`src/rtl/ahb_pkg.sv`:
```
// Shared AHB-Lite encodings and read-sequencer state type.
package ahb_pkg;

  localparam logic [1:0] HTRANS_IDLE   = 2'b00;
  localparam logic [1:0] HTRANS_NONSEQ = 2'b10;
  localparam logic [1:0] HTRANS_SEQ    = 2'b11;

  localparam logic [2:0] HBURST_SINGLE = 3'b000;
  localparam logic [2:0] HBURST_INCR4  = 3'b011;
  localparam logic [2:0] HSIZE_WORD    = 3'b010;

  // Highest page offset from which four word beats still stay inside one 1 KB page.
  localparam logic [9:0] KB_LAST_INCR4_START = 10'h3F0;

  typedef enum logic [1:0] {
    ST_IDLE = 2'd0,
    ST_ADDR = 2'd1,
    ST_DATA = 2'd2,
    ST_ERR  = 2'd3
  } state_t;

  function automatic logic incr4_crosses_1kb(input logic [9:0] page_offset);
    return page_offset > KB_LAST_INCR4_START;
  endfunction

endpackage

```
`src/rtl/ahb_master_read_ctrl.sv`:
```
// AHB-Lite master read sequencer: SINGLE/INCR4 reads, each captured beat becomes
// a one-cycle register-bank write. A bus transfer completes on any posedge with hready=1.
module ahb_master_read_ctrl
  import ahb_pkg::*;
#(
  parameter int ADDR_W = 32,
  parameter int DATA_W = 32
) (
  input  logic              clk,
  input  logic              rst,
  input  logic              start,
  input  logic [ADDR_W-1:0] cmd_addr,
  input  logic [1:0]        cmd_dr,
  input  logic              cmd_burst,
  output logic              busy,
  output logic              done,
  output logic              err,
  output logic [ADDR_W-1:0] haddr,
  output logic [1:0]        htrans,
  output logic              hwrite,
  output logic [2:0]        hsize,
  output logic [2:0]        hburst,
  input  logic              hready,
  input  logic              hresp,
  input  logic [DATA_W-1:0] hrdata,
  output logic [DATA_W-1:0] hrdatax1,
  output logic [1:0]        dr1,
  output logic              read_write,
  output state_t            dbg_state
);

  state_t              r_state, w_state;
  logic [ADDR_W-1:0]   r_haddr, w_haddr;
  logic [1:0]          r_htrans, w_htrans;
  logic [2:0]          r_hburst, w_hburst;
  logic                r_busy, w_busy;
  logic                r_done, w_done;
  logic                r_err, w_err;
  logic                r_rw, w_rw;
  logic [DATA_W-1:0]   r_hrdatax1, w_hrdatax1;
  logic [1:0]          r_dr1, w_dr1;
  logic [1:0]          r_cmd_dr, w_cmd_dr;
  logic                r_burst, w_burst;
  logic [1:0]          r_addr_idx, w_addr_idx;
  logic [1:0]          r_beat_idx, w_beat_idx;
  logic [1:0]          w_last_beat;
  logic                w_reject;

  assign w_last_beat = r_burst ? 2'd3 : 2'd0;
  assign w_reject    = (cmd_addr[1:0] != 2'b00) ||
                       (cmd_burst && incr4_crosses_1kb(cmd_addr[9:0]));

  always_ff @(posedge clk) begin
    if (rst) begin
      r_state    <= ST_IDLE;
      r_haddr    <= '0;
      r_htrans   <= HTRANS_IDLE;
      r_hburst   <= HBURST_SINGLE;
      r_busy     <= 1'b0;
      r_done     <= 1'b0;
      r_err      <= 1'b0;
      r_rw       <= 1'b1;
      r_hrdatax1 <= '0;
      r_dr1      <= 2'd0;
      r_cmd_dr   <= 2'd0;
      r_burst    <= 1'b0;
      r_addr_idx <= 2'd0;
      r_beat_idx <= 2'd0;
    end else begin
      r_state    <= w_state;
      r_haddr    <= w_haddr;
      r_htrans   <= w_htrans;
      r_hburst   <= w_hburst;
      r_busy     <= w_busy;
      r_done     <= w_done;
      r_err      <= w_err;
      r_rw       <= w_rw;
      r_hrdatax1 <= w_hrdatax1;
      r_dr1      <= w_dr1;
      r_cmd_dr   <= w_cmd_dr;
      r_burst    <= w_burst;
      r_addr_idx <= w_addr_idx;
      r_beat_idx <= w_beat_idx;
    end
  end

  always_comb begin
    w_state    = r_state;
    w_haddr    = r_haddr;
    w_htrans   = r_htrans;
    w_hburst   = r_hburst;
    w_busy     = r_busy;
    w_done     = 1'b0;
    w_err      = 1'b0;
    w_rw       = 1'b1;
    w_hrdatax1 = r_hrdatax1;
    w_dr1      = r_dr1;
    w_cmd_dr   = r_cmd_dr;
    w_burst    = r_burst;
    w_addr_idx = r_addr_idx;
    w_beat_idx = r_beat_idx;

    case (r_state)
      ST_IDLE: begin
        if (start) begin
          if (w_reject) begin
            w_state = ST_ERR;
            w_done  = 1'b1;
            w_err   = 1'b1;
          end else begin
            w_state    = ST_ADDR;
            w_haddr    = cmd_addr;
            w_htrans   = HTRANS_NONSEQ;
            w_hburst   = cmd_burst ? HBURST_INCR4 : HBURST_SINGLE;
            w_busy     = 1'b1;
            w_cmd_dr   = cmd_dr;
            w_burst    = cmd_burst;
            w_addr_idx = 2'd0;
            w_beat_idx = 2'd0;
          end
        end
      end

      ST_ADDR: begin
        if (hready) begin
          w_state = ST_DATA;
          if (r_burst) begin
            w_haddr    = r_haddr + ADDR_W'(4);
            w_htrans   = HTRANS_SEQ;
            w_addr_idx = 2'd1;
          end else begin
            w_htrans = HTRANS_IDLE;
          end
        end
      end

      // A data phase is always outstanding here; the next address phase may overlap it.
      ST_DATA: begin
        if (hresp) begin
          w_state  = ST_ERR;
          w_htrans = HTRANS_IDLE;
          w_busy   = 1'b0;
          w_done   = 1'b1;
          w_err    = 1'b1;
        end else if (hready) begin
          w_rw       = 1'b0;
          w_hrdatax1 = hrdata;
          w_dr1      = r_cmd_dr + r_beat_idx;
          w_beat_idx = r_beat_idx + 2'd1;
          if (r_beat_idx == w_last_beat) begin
            w_state  = ST_IDLE;
            w_htrans = HTRANS_IDLE;
            w_busy   = 1'b0;
            w_done   = 1'b1;
          end else if (r_htrans != HTRANS_IDLE) begin
            if (r_addr_idx == 2'd3) begin
              w_htrans = HTRANS_IDLE;
            end else begin
              w_haddr    = r_haddr + ADDR_W'(4);
              w_htrans   = HTRANS_SEQ;
              w_addr_idx = r_addr_idx + 2'd1;
            end
          end
        end
      end

      ST_ERR: begin
        w_state = ST_IDLE;
      end

      default: begin
        w_state = ST_IDLE;
      end
    endcase
  end

  // The first ERROR cycle must cancel the pending transfer before the next edge.
  assign htrans     = ((r_state == ST_DATA) && hresp) ? HTRANS_IDLE : r_htrans;
  assign haddr      = r_haddr;
  assign hwrite     = 1'b0;
  assign hsize      = HSIZE_WORD;
  assign hburst     = r_hburst;
  assign busy       = r_busy;
  assign done       = r_done;
  assign err        = r_err;
  assign hrdatax1   = r_hrdatax1;
  assign dr1        = r_dr1;
  assign read_write = r_rw;
  assign dbg_state  = r_state;

endmodule

```
`config.mk`:
```
export PLATFORM = sky130hd
export DESIGN_NAME = ahb_master_read_ctrl
export DESIGN_NICKNAME = d
export VERILOG_FILES = /design/src/rtl/ahb_pkg.sv /design/src/rtl/ahb_master_read_ctrl.sv
export SDC_FILE = /design/constraint.sdc
export NUM_CORES = 1
export LEC_CHECK = 0
export CAP_MARGIN = 20
export CELL_PAD_IN_SITES_DETAIL_PLACEMENT = 0
export CELL_PAD_IN_SITES_GLOBAL_PLACEMENT = 1
export CORE_AREA = 2 2 103 145
export CTS_CLUSTER_DIAMETER = 30
export CTS_CLUSTER_SIZE = 10
export DETAILED_ROUTE_END_ITERATION = 6
export DIE_AREA = 0 0 105 147
export PLACE_DENSITY_LB_ADDON = 0.08
export RECOVER_POWER = 50
export SETUP_SLACK_MARGIN = 0.15
export SYNTH_ARGS = -nofsm -noshare
export SYNTH_HDL_FRONTEND = slang
export SYNTH_SLANG_ARGS = --single-unit
```
`constraint.sdc`:
```
create_clock -name clk -period 3.48 [get_ports clk]
set_input_delay 1.044 -clock clk [delete_from_list [all_inputs] [get_ports clk]]
set_output_delay 1.044 -clock clk [all_outputs]
set_load 0.01 [all_outputs]
```
==> tab_implementation.tex <==
\begin{tabular}{lr}
\hline
Metric & Value \\
\hline
\multicolumn{2}{l}{\textbf{Place}} \\
DP Wirelength & 10,200 µm \\
Global placer's final weighted congestion & 0.857 \\
Port Buffer Count & 147 \\
\multicolumn{2}{l}{\textbf{STA}} \\
Final critical delay including setup and external delays & 3.23 ns \\
Slew HR & 33.8\% \\
Final Hold Viols & 0 \\
Worst slew pin tran & 0.984 ns \\
Maximum frequency from static timing analysis & 309 MHz \\
Tcrit/Tclk final & 92.9\% \\
Number of endpoints failing setup at the final stage & 0 \\
TNS Setup & 0 ns \\
Max-slew violation total from the final report & 0 \\
Setup repair after global routing missed its margin & no \\
Clock tree skew after final layout & 0.00764 ns \\
\multicolumn{2}{l}{\textbf{Setup path}} \\
Destination of the worst register-to-register timing path & haddr[24]\$\_SDFFE\_PP0P\_ \\
Largest fanout on the critical path & 5 \\
FF-to-FF Start & haddr[2]\$\_SDFFE\_PP0P\_ \\
Slowest stage delay, CP & 0.57 ns \\
Buffers and inverters on the worst path & 2 \\
Data required time of the critical path & 2.44 ns \\
Worst Path Class, Setup & in -> out \\
Cell breakdown of the critical path & dlygate4sd3\_1 -> nand2\_2 -> and2\_1 -> dlygate4sd2\_1 \\
Flop-to-flop setup slack & 0.86 ns \\
Category of cells accounting for the largest share of critical-path delay & buffers and inverters \\
Kind of end point of the critical path & output port \\
Slowest stage cell on the critical path & sky130\_fd\_sc\_hd\_\_dlygate4sd3\_1 \\
Path depth of the worst reg2reg path & 6 \\
CP Data Arrival Time & 2.19 ns \\
CP startpoint kind & input port \\
\multicolumn{2}{l}{\textbf{Layout}} \\
Most common cell after layout, fill and taps aside & sky130\_fd\_sc\_hd\_\_nand2\_1 \\
Count of filler cells inserted in the layout & 1,528 \\
Share of final-layout standard cells stronger than drive strength 1 & 6.35\% \\
Commonest cells after routing, fill and taps aside & sky130\_fd\_sc\_hd\_\_nand2\_1 (108), sky130\_fd\_sc\_hd\_\_dfxtp\_1 (81), sky130\_fd\_sc\_hd\_\_clkdlybuf4s50\_1 (81) \\
Area added between synthesis and finish & 48.7\% \\
Ant diodes & 0 \\
\# nets final & 751 \\
\multicolumn{2}{l}{\textbf{Logic synthesis}} \\
Synthesized cell area & 0.00416 mm² \\
Post-synth top flop & sky130\_fd\_sc\_hd\_\_dfxtp\_1 \\
Number of storage elements in the synthesis netlist & 81 \\
Count of flip-flops with a built-in enable after synthesis & 0 \\
Total of warnings raised by yosys & 0 \\
Number of library cell types mapped by synthesis & 57 \\
Sequential-to-total area share from yosys stat & 39.0\% \\
Proportion of synthesized flip-flops having asynchronous set or reset & 0\% \\
Post-Syn Instances & 538 \\
Syn\_area\_per\_cell & 7.74 µm² \\
\multicolumn{2}{l}{\textbf{Worst hold path}} \\
Worst hold start & hrdatax1[26]\$\_SDFFE\_PP0P\_ \\
Sink of the worst hold path & hrdatax1[26]\$\_SDFFE\_PP0P\_ \\
Hold/Removal Path Class & reg -> reg \\
Number of stages on the worst hold path & 2 \\
\multicolumn{2}{l}{\textbf{Route}} \\
DRC violation total after the first TritonRoute iteration & 231 \\
1st-pass router iterations & 5 \\
Wirelength per Cell & 16.9 µm \\
DRC Markers & 0 \\
Total wire length & 14,600 µm \\
Via count normalized by instance count & 5.29 \\
Final ANT Viol Nets & 0 \\
Via count & 4,579 \\
\multicolumn{2}{l}{\textbf{Global route}} \\
Number of antenna violations at the first check in global routing & 0 \\
Largest net degree at the start of global routing & 43 \\
Total gr overflow & 0 \\
Number of global-route vias before repair & 4,537 \\
First-pass GRT wire length & 23,500 µm \\
Tot GR Track Use & 18.7\% \\
\multicolumn{2}{l}{\textbf{Floorplan}} \\
Area of the die & 0.0154 mm² \\
Top-Level Pins & 153 \\
Number of cell rows & 52 \\
Standard cell core area & 0.0142 mm² \\
Die width & 105 µm \\
Vertical die dimension & 147 µm \\
Initial cell density of the core & 29.3\% \\
\multicolumn{2}{l}{\textbf{Clock tree}} \\
CTS sink cnt & 81 \\
Buffers inserted during post-CTS setup optimization & 0 \\
Source-to-sink clock delay at the later pin of the worst-skew pair & 0.34 ns \\
CTS clk-pin slew, worst paths & 0.06 ns \\
H-tree lvl count & 3 \\
Maximum clock insertion buffer count & 2 \\
TritonCTS clock tree & built \\
Number of buffers added to fix hold violations after cts & 0 \\
CTS Root Cell & sky130\_fd\_sc\_hd\_\_clkbuf\_16 \\
Clock buffer count from CTS & 9 \\
\multicolumn{2}{l}{\textbf{Power and ir drop}} \\
Switching power of the nets & 2040 µW \\
Relative contribution of combinational cells to total power & 48.1\% \\
Total power & 4910 µW \\
Pleak & 0.00231 µW \\
Sequential Power Share & 27.9\% \\
Internal power & 2870 µW \\
Clk pwr share & 24.0\% \\
Sw Ratio & 41.5\% \\
Maximum vdd drop & 0.000294 V \\
Power density of the placed cells & 793 mW/mm² \\
\multicolumn{2}{l}{\textbf{Outcome}} \\
Result of the run & completed \\
\multicolumn{2}{l}{\textbf{Run}} \\
Total of max-cap violations & 0 \\
\hline
\end{tabular}
-- how the worst max path moves through the flow --
| stage | depth (start not counted) | endpoint | start |
|---|---|---|---|
| 2_1_floorplan | 7 | r_addr_idx[1]$_SDFFE_PP0P_ | cmd_addr[4] |
| 3_3_place_gp | 4 | htrans[0] | hresp |
| 3_5_place_dp | 4 | htrans[0] | hresp |
| 4_1_cts | 4 | htrans[0] | hresp |
| 5_1_grt | 8 | r_beat_idx[1]$_SDFFE_PP0P_ | hresp |
| 6_report | 4 | htrans[0] | hresp |
-- through the flow --
step	instance area, µm²	worst slack [ns]	std cells	hold slack, ns	util [%]
finish	6190	0.246	866	0.449	43.6
floorplan	4170	0.817	541	0.453	-
CTS	6200	0.296	866	0.454	43.7
global placement	5840	0.0393	850	0.441	41.1
global route	6190	0.131	866	0.468	43.6
detailed placement	5840	0.0528	850	0.448	41.1
-- per-layer routing --
metal  vias up  track usage (%)  wire length [µm]
met2       157             32.8              7300
met1      2169             22.1              6110
li1       2231                -                 -
met4         0             6.27               229
met3        22             4.97               964
met5         -                0                 0
-- registers in the layout (all words and copies together) (netlist names) --
register / cells
busy: 1
haddr: 32
r_htrans: 2
dr1: 2
hburst: 1
read_write: 1
done: 1
r_beat_idx: 2
r_addr_idx: 2
hrdatax1: 32
dbg_state: 2
r_cmd_dr: 2
err: 1
-- synth_stat cells (all sizes together), types with 15 or more instances --
library cell  count  area share (%)
a21oi            63             7.6
nand3            16             1.9
dfxtp            81              39
nand2           110              10
clkbuf           33             3.0
nor2             24             2.2
o21ai            16             1.9
buf              15             2.1
-- worst register-to-register path: stages, from the launching register on --
cell and delay [ns]:
sky130_fd_sc_hd__dfxtp_1 0.43, sky130_fd_sc_hd__ha_1 0.23, sky130_fd_sc_hd__nand3_1 0.25, sky130_fd_sc_hd__or4_1 0.67, sky130_fd_sc_hd__or4_1 0.50, sky130_fd_sc_hd__a211oi_1 0.30, sky130_fd_sc_hd__o32ai_2 0.12
-- area by class of cell --
| cell class | count | area, µm² | area share (%) |
|---|---|---|---|
| inverters | 13 | 48.8 | 0.788 |
| clock buffers | 9 | 225 | 3.64 |
| well taps | 189 | 236 | 3.82 |
| multi-input cells | 399 | 2290 | 37.1 |
| clock inverters | 7 | 143 | 2.30 |
| repair buffers | 168 | 1620 | 26.2 |
| flip-flops and latches | 81 | 1620 | 26.2 |
-- logic make-up (layout without fill, tap and decap cells) --
family	count (synthesis)	count (layout)	share of synthesized area, %
AOI/OAI and AO/OA	170	170	27.2
xor gates and xnor gates	2	2	0.421
adders and majority gates	7	7	2.10
buffers and inverters	61	197	6.25
DFF	81	81	39.0
muxes	5	5	1.20
other	2	5	0.180
and+or+nand+nor	210	210	23.7
-- timing repair --
action                                 CTS  global route
resized for setup                        3             0
setup endpoints to repair                2             0
endpoints found under the hold margin    0             0
-- power by group through the flow --
stage          logic (µW)  clock network [µW]  registers (µW)
2_1_floorplan        1380                   0            1410
5_1_grt              2600                1250            1410
3_3_place_gp         2400                   0            1390
6_report             2360                1180            1370
3_5_place_dp         2430                   0            1390
4_1_cts              2430                1210            1380
Power figures use the tool's default switching activity.
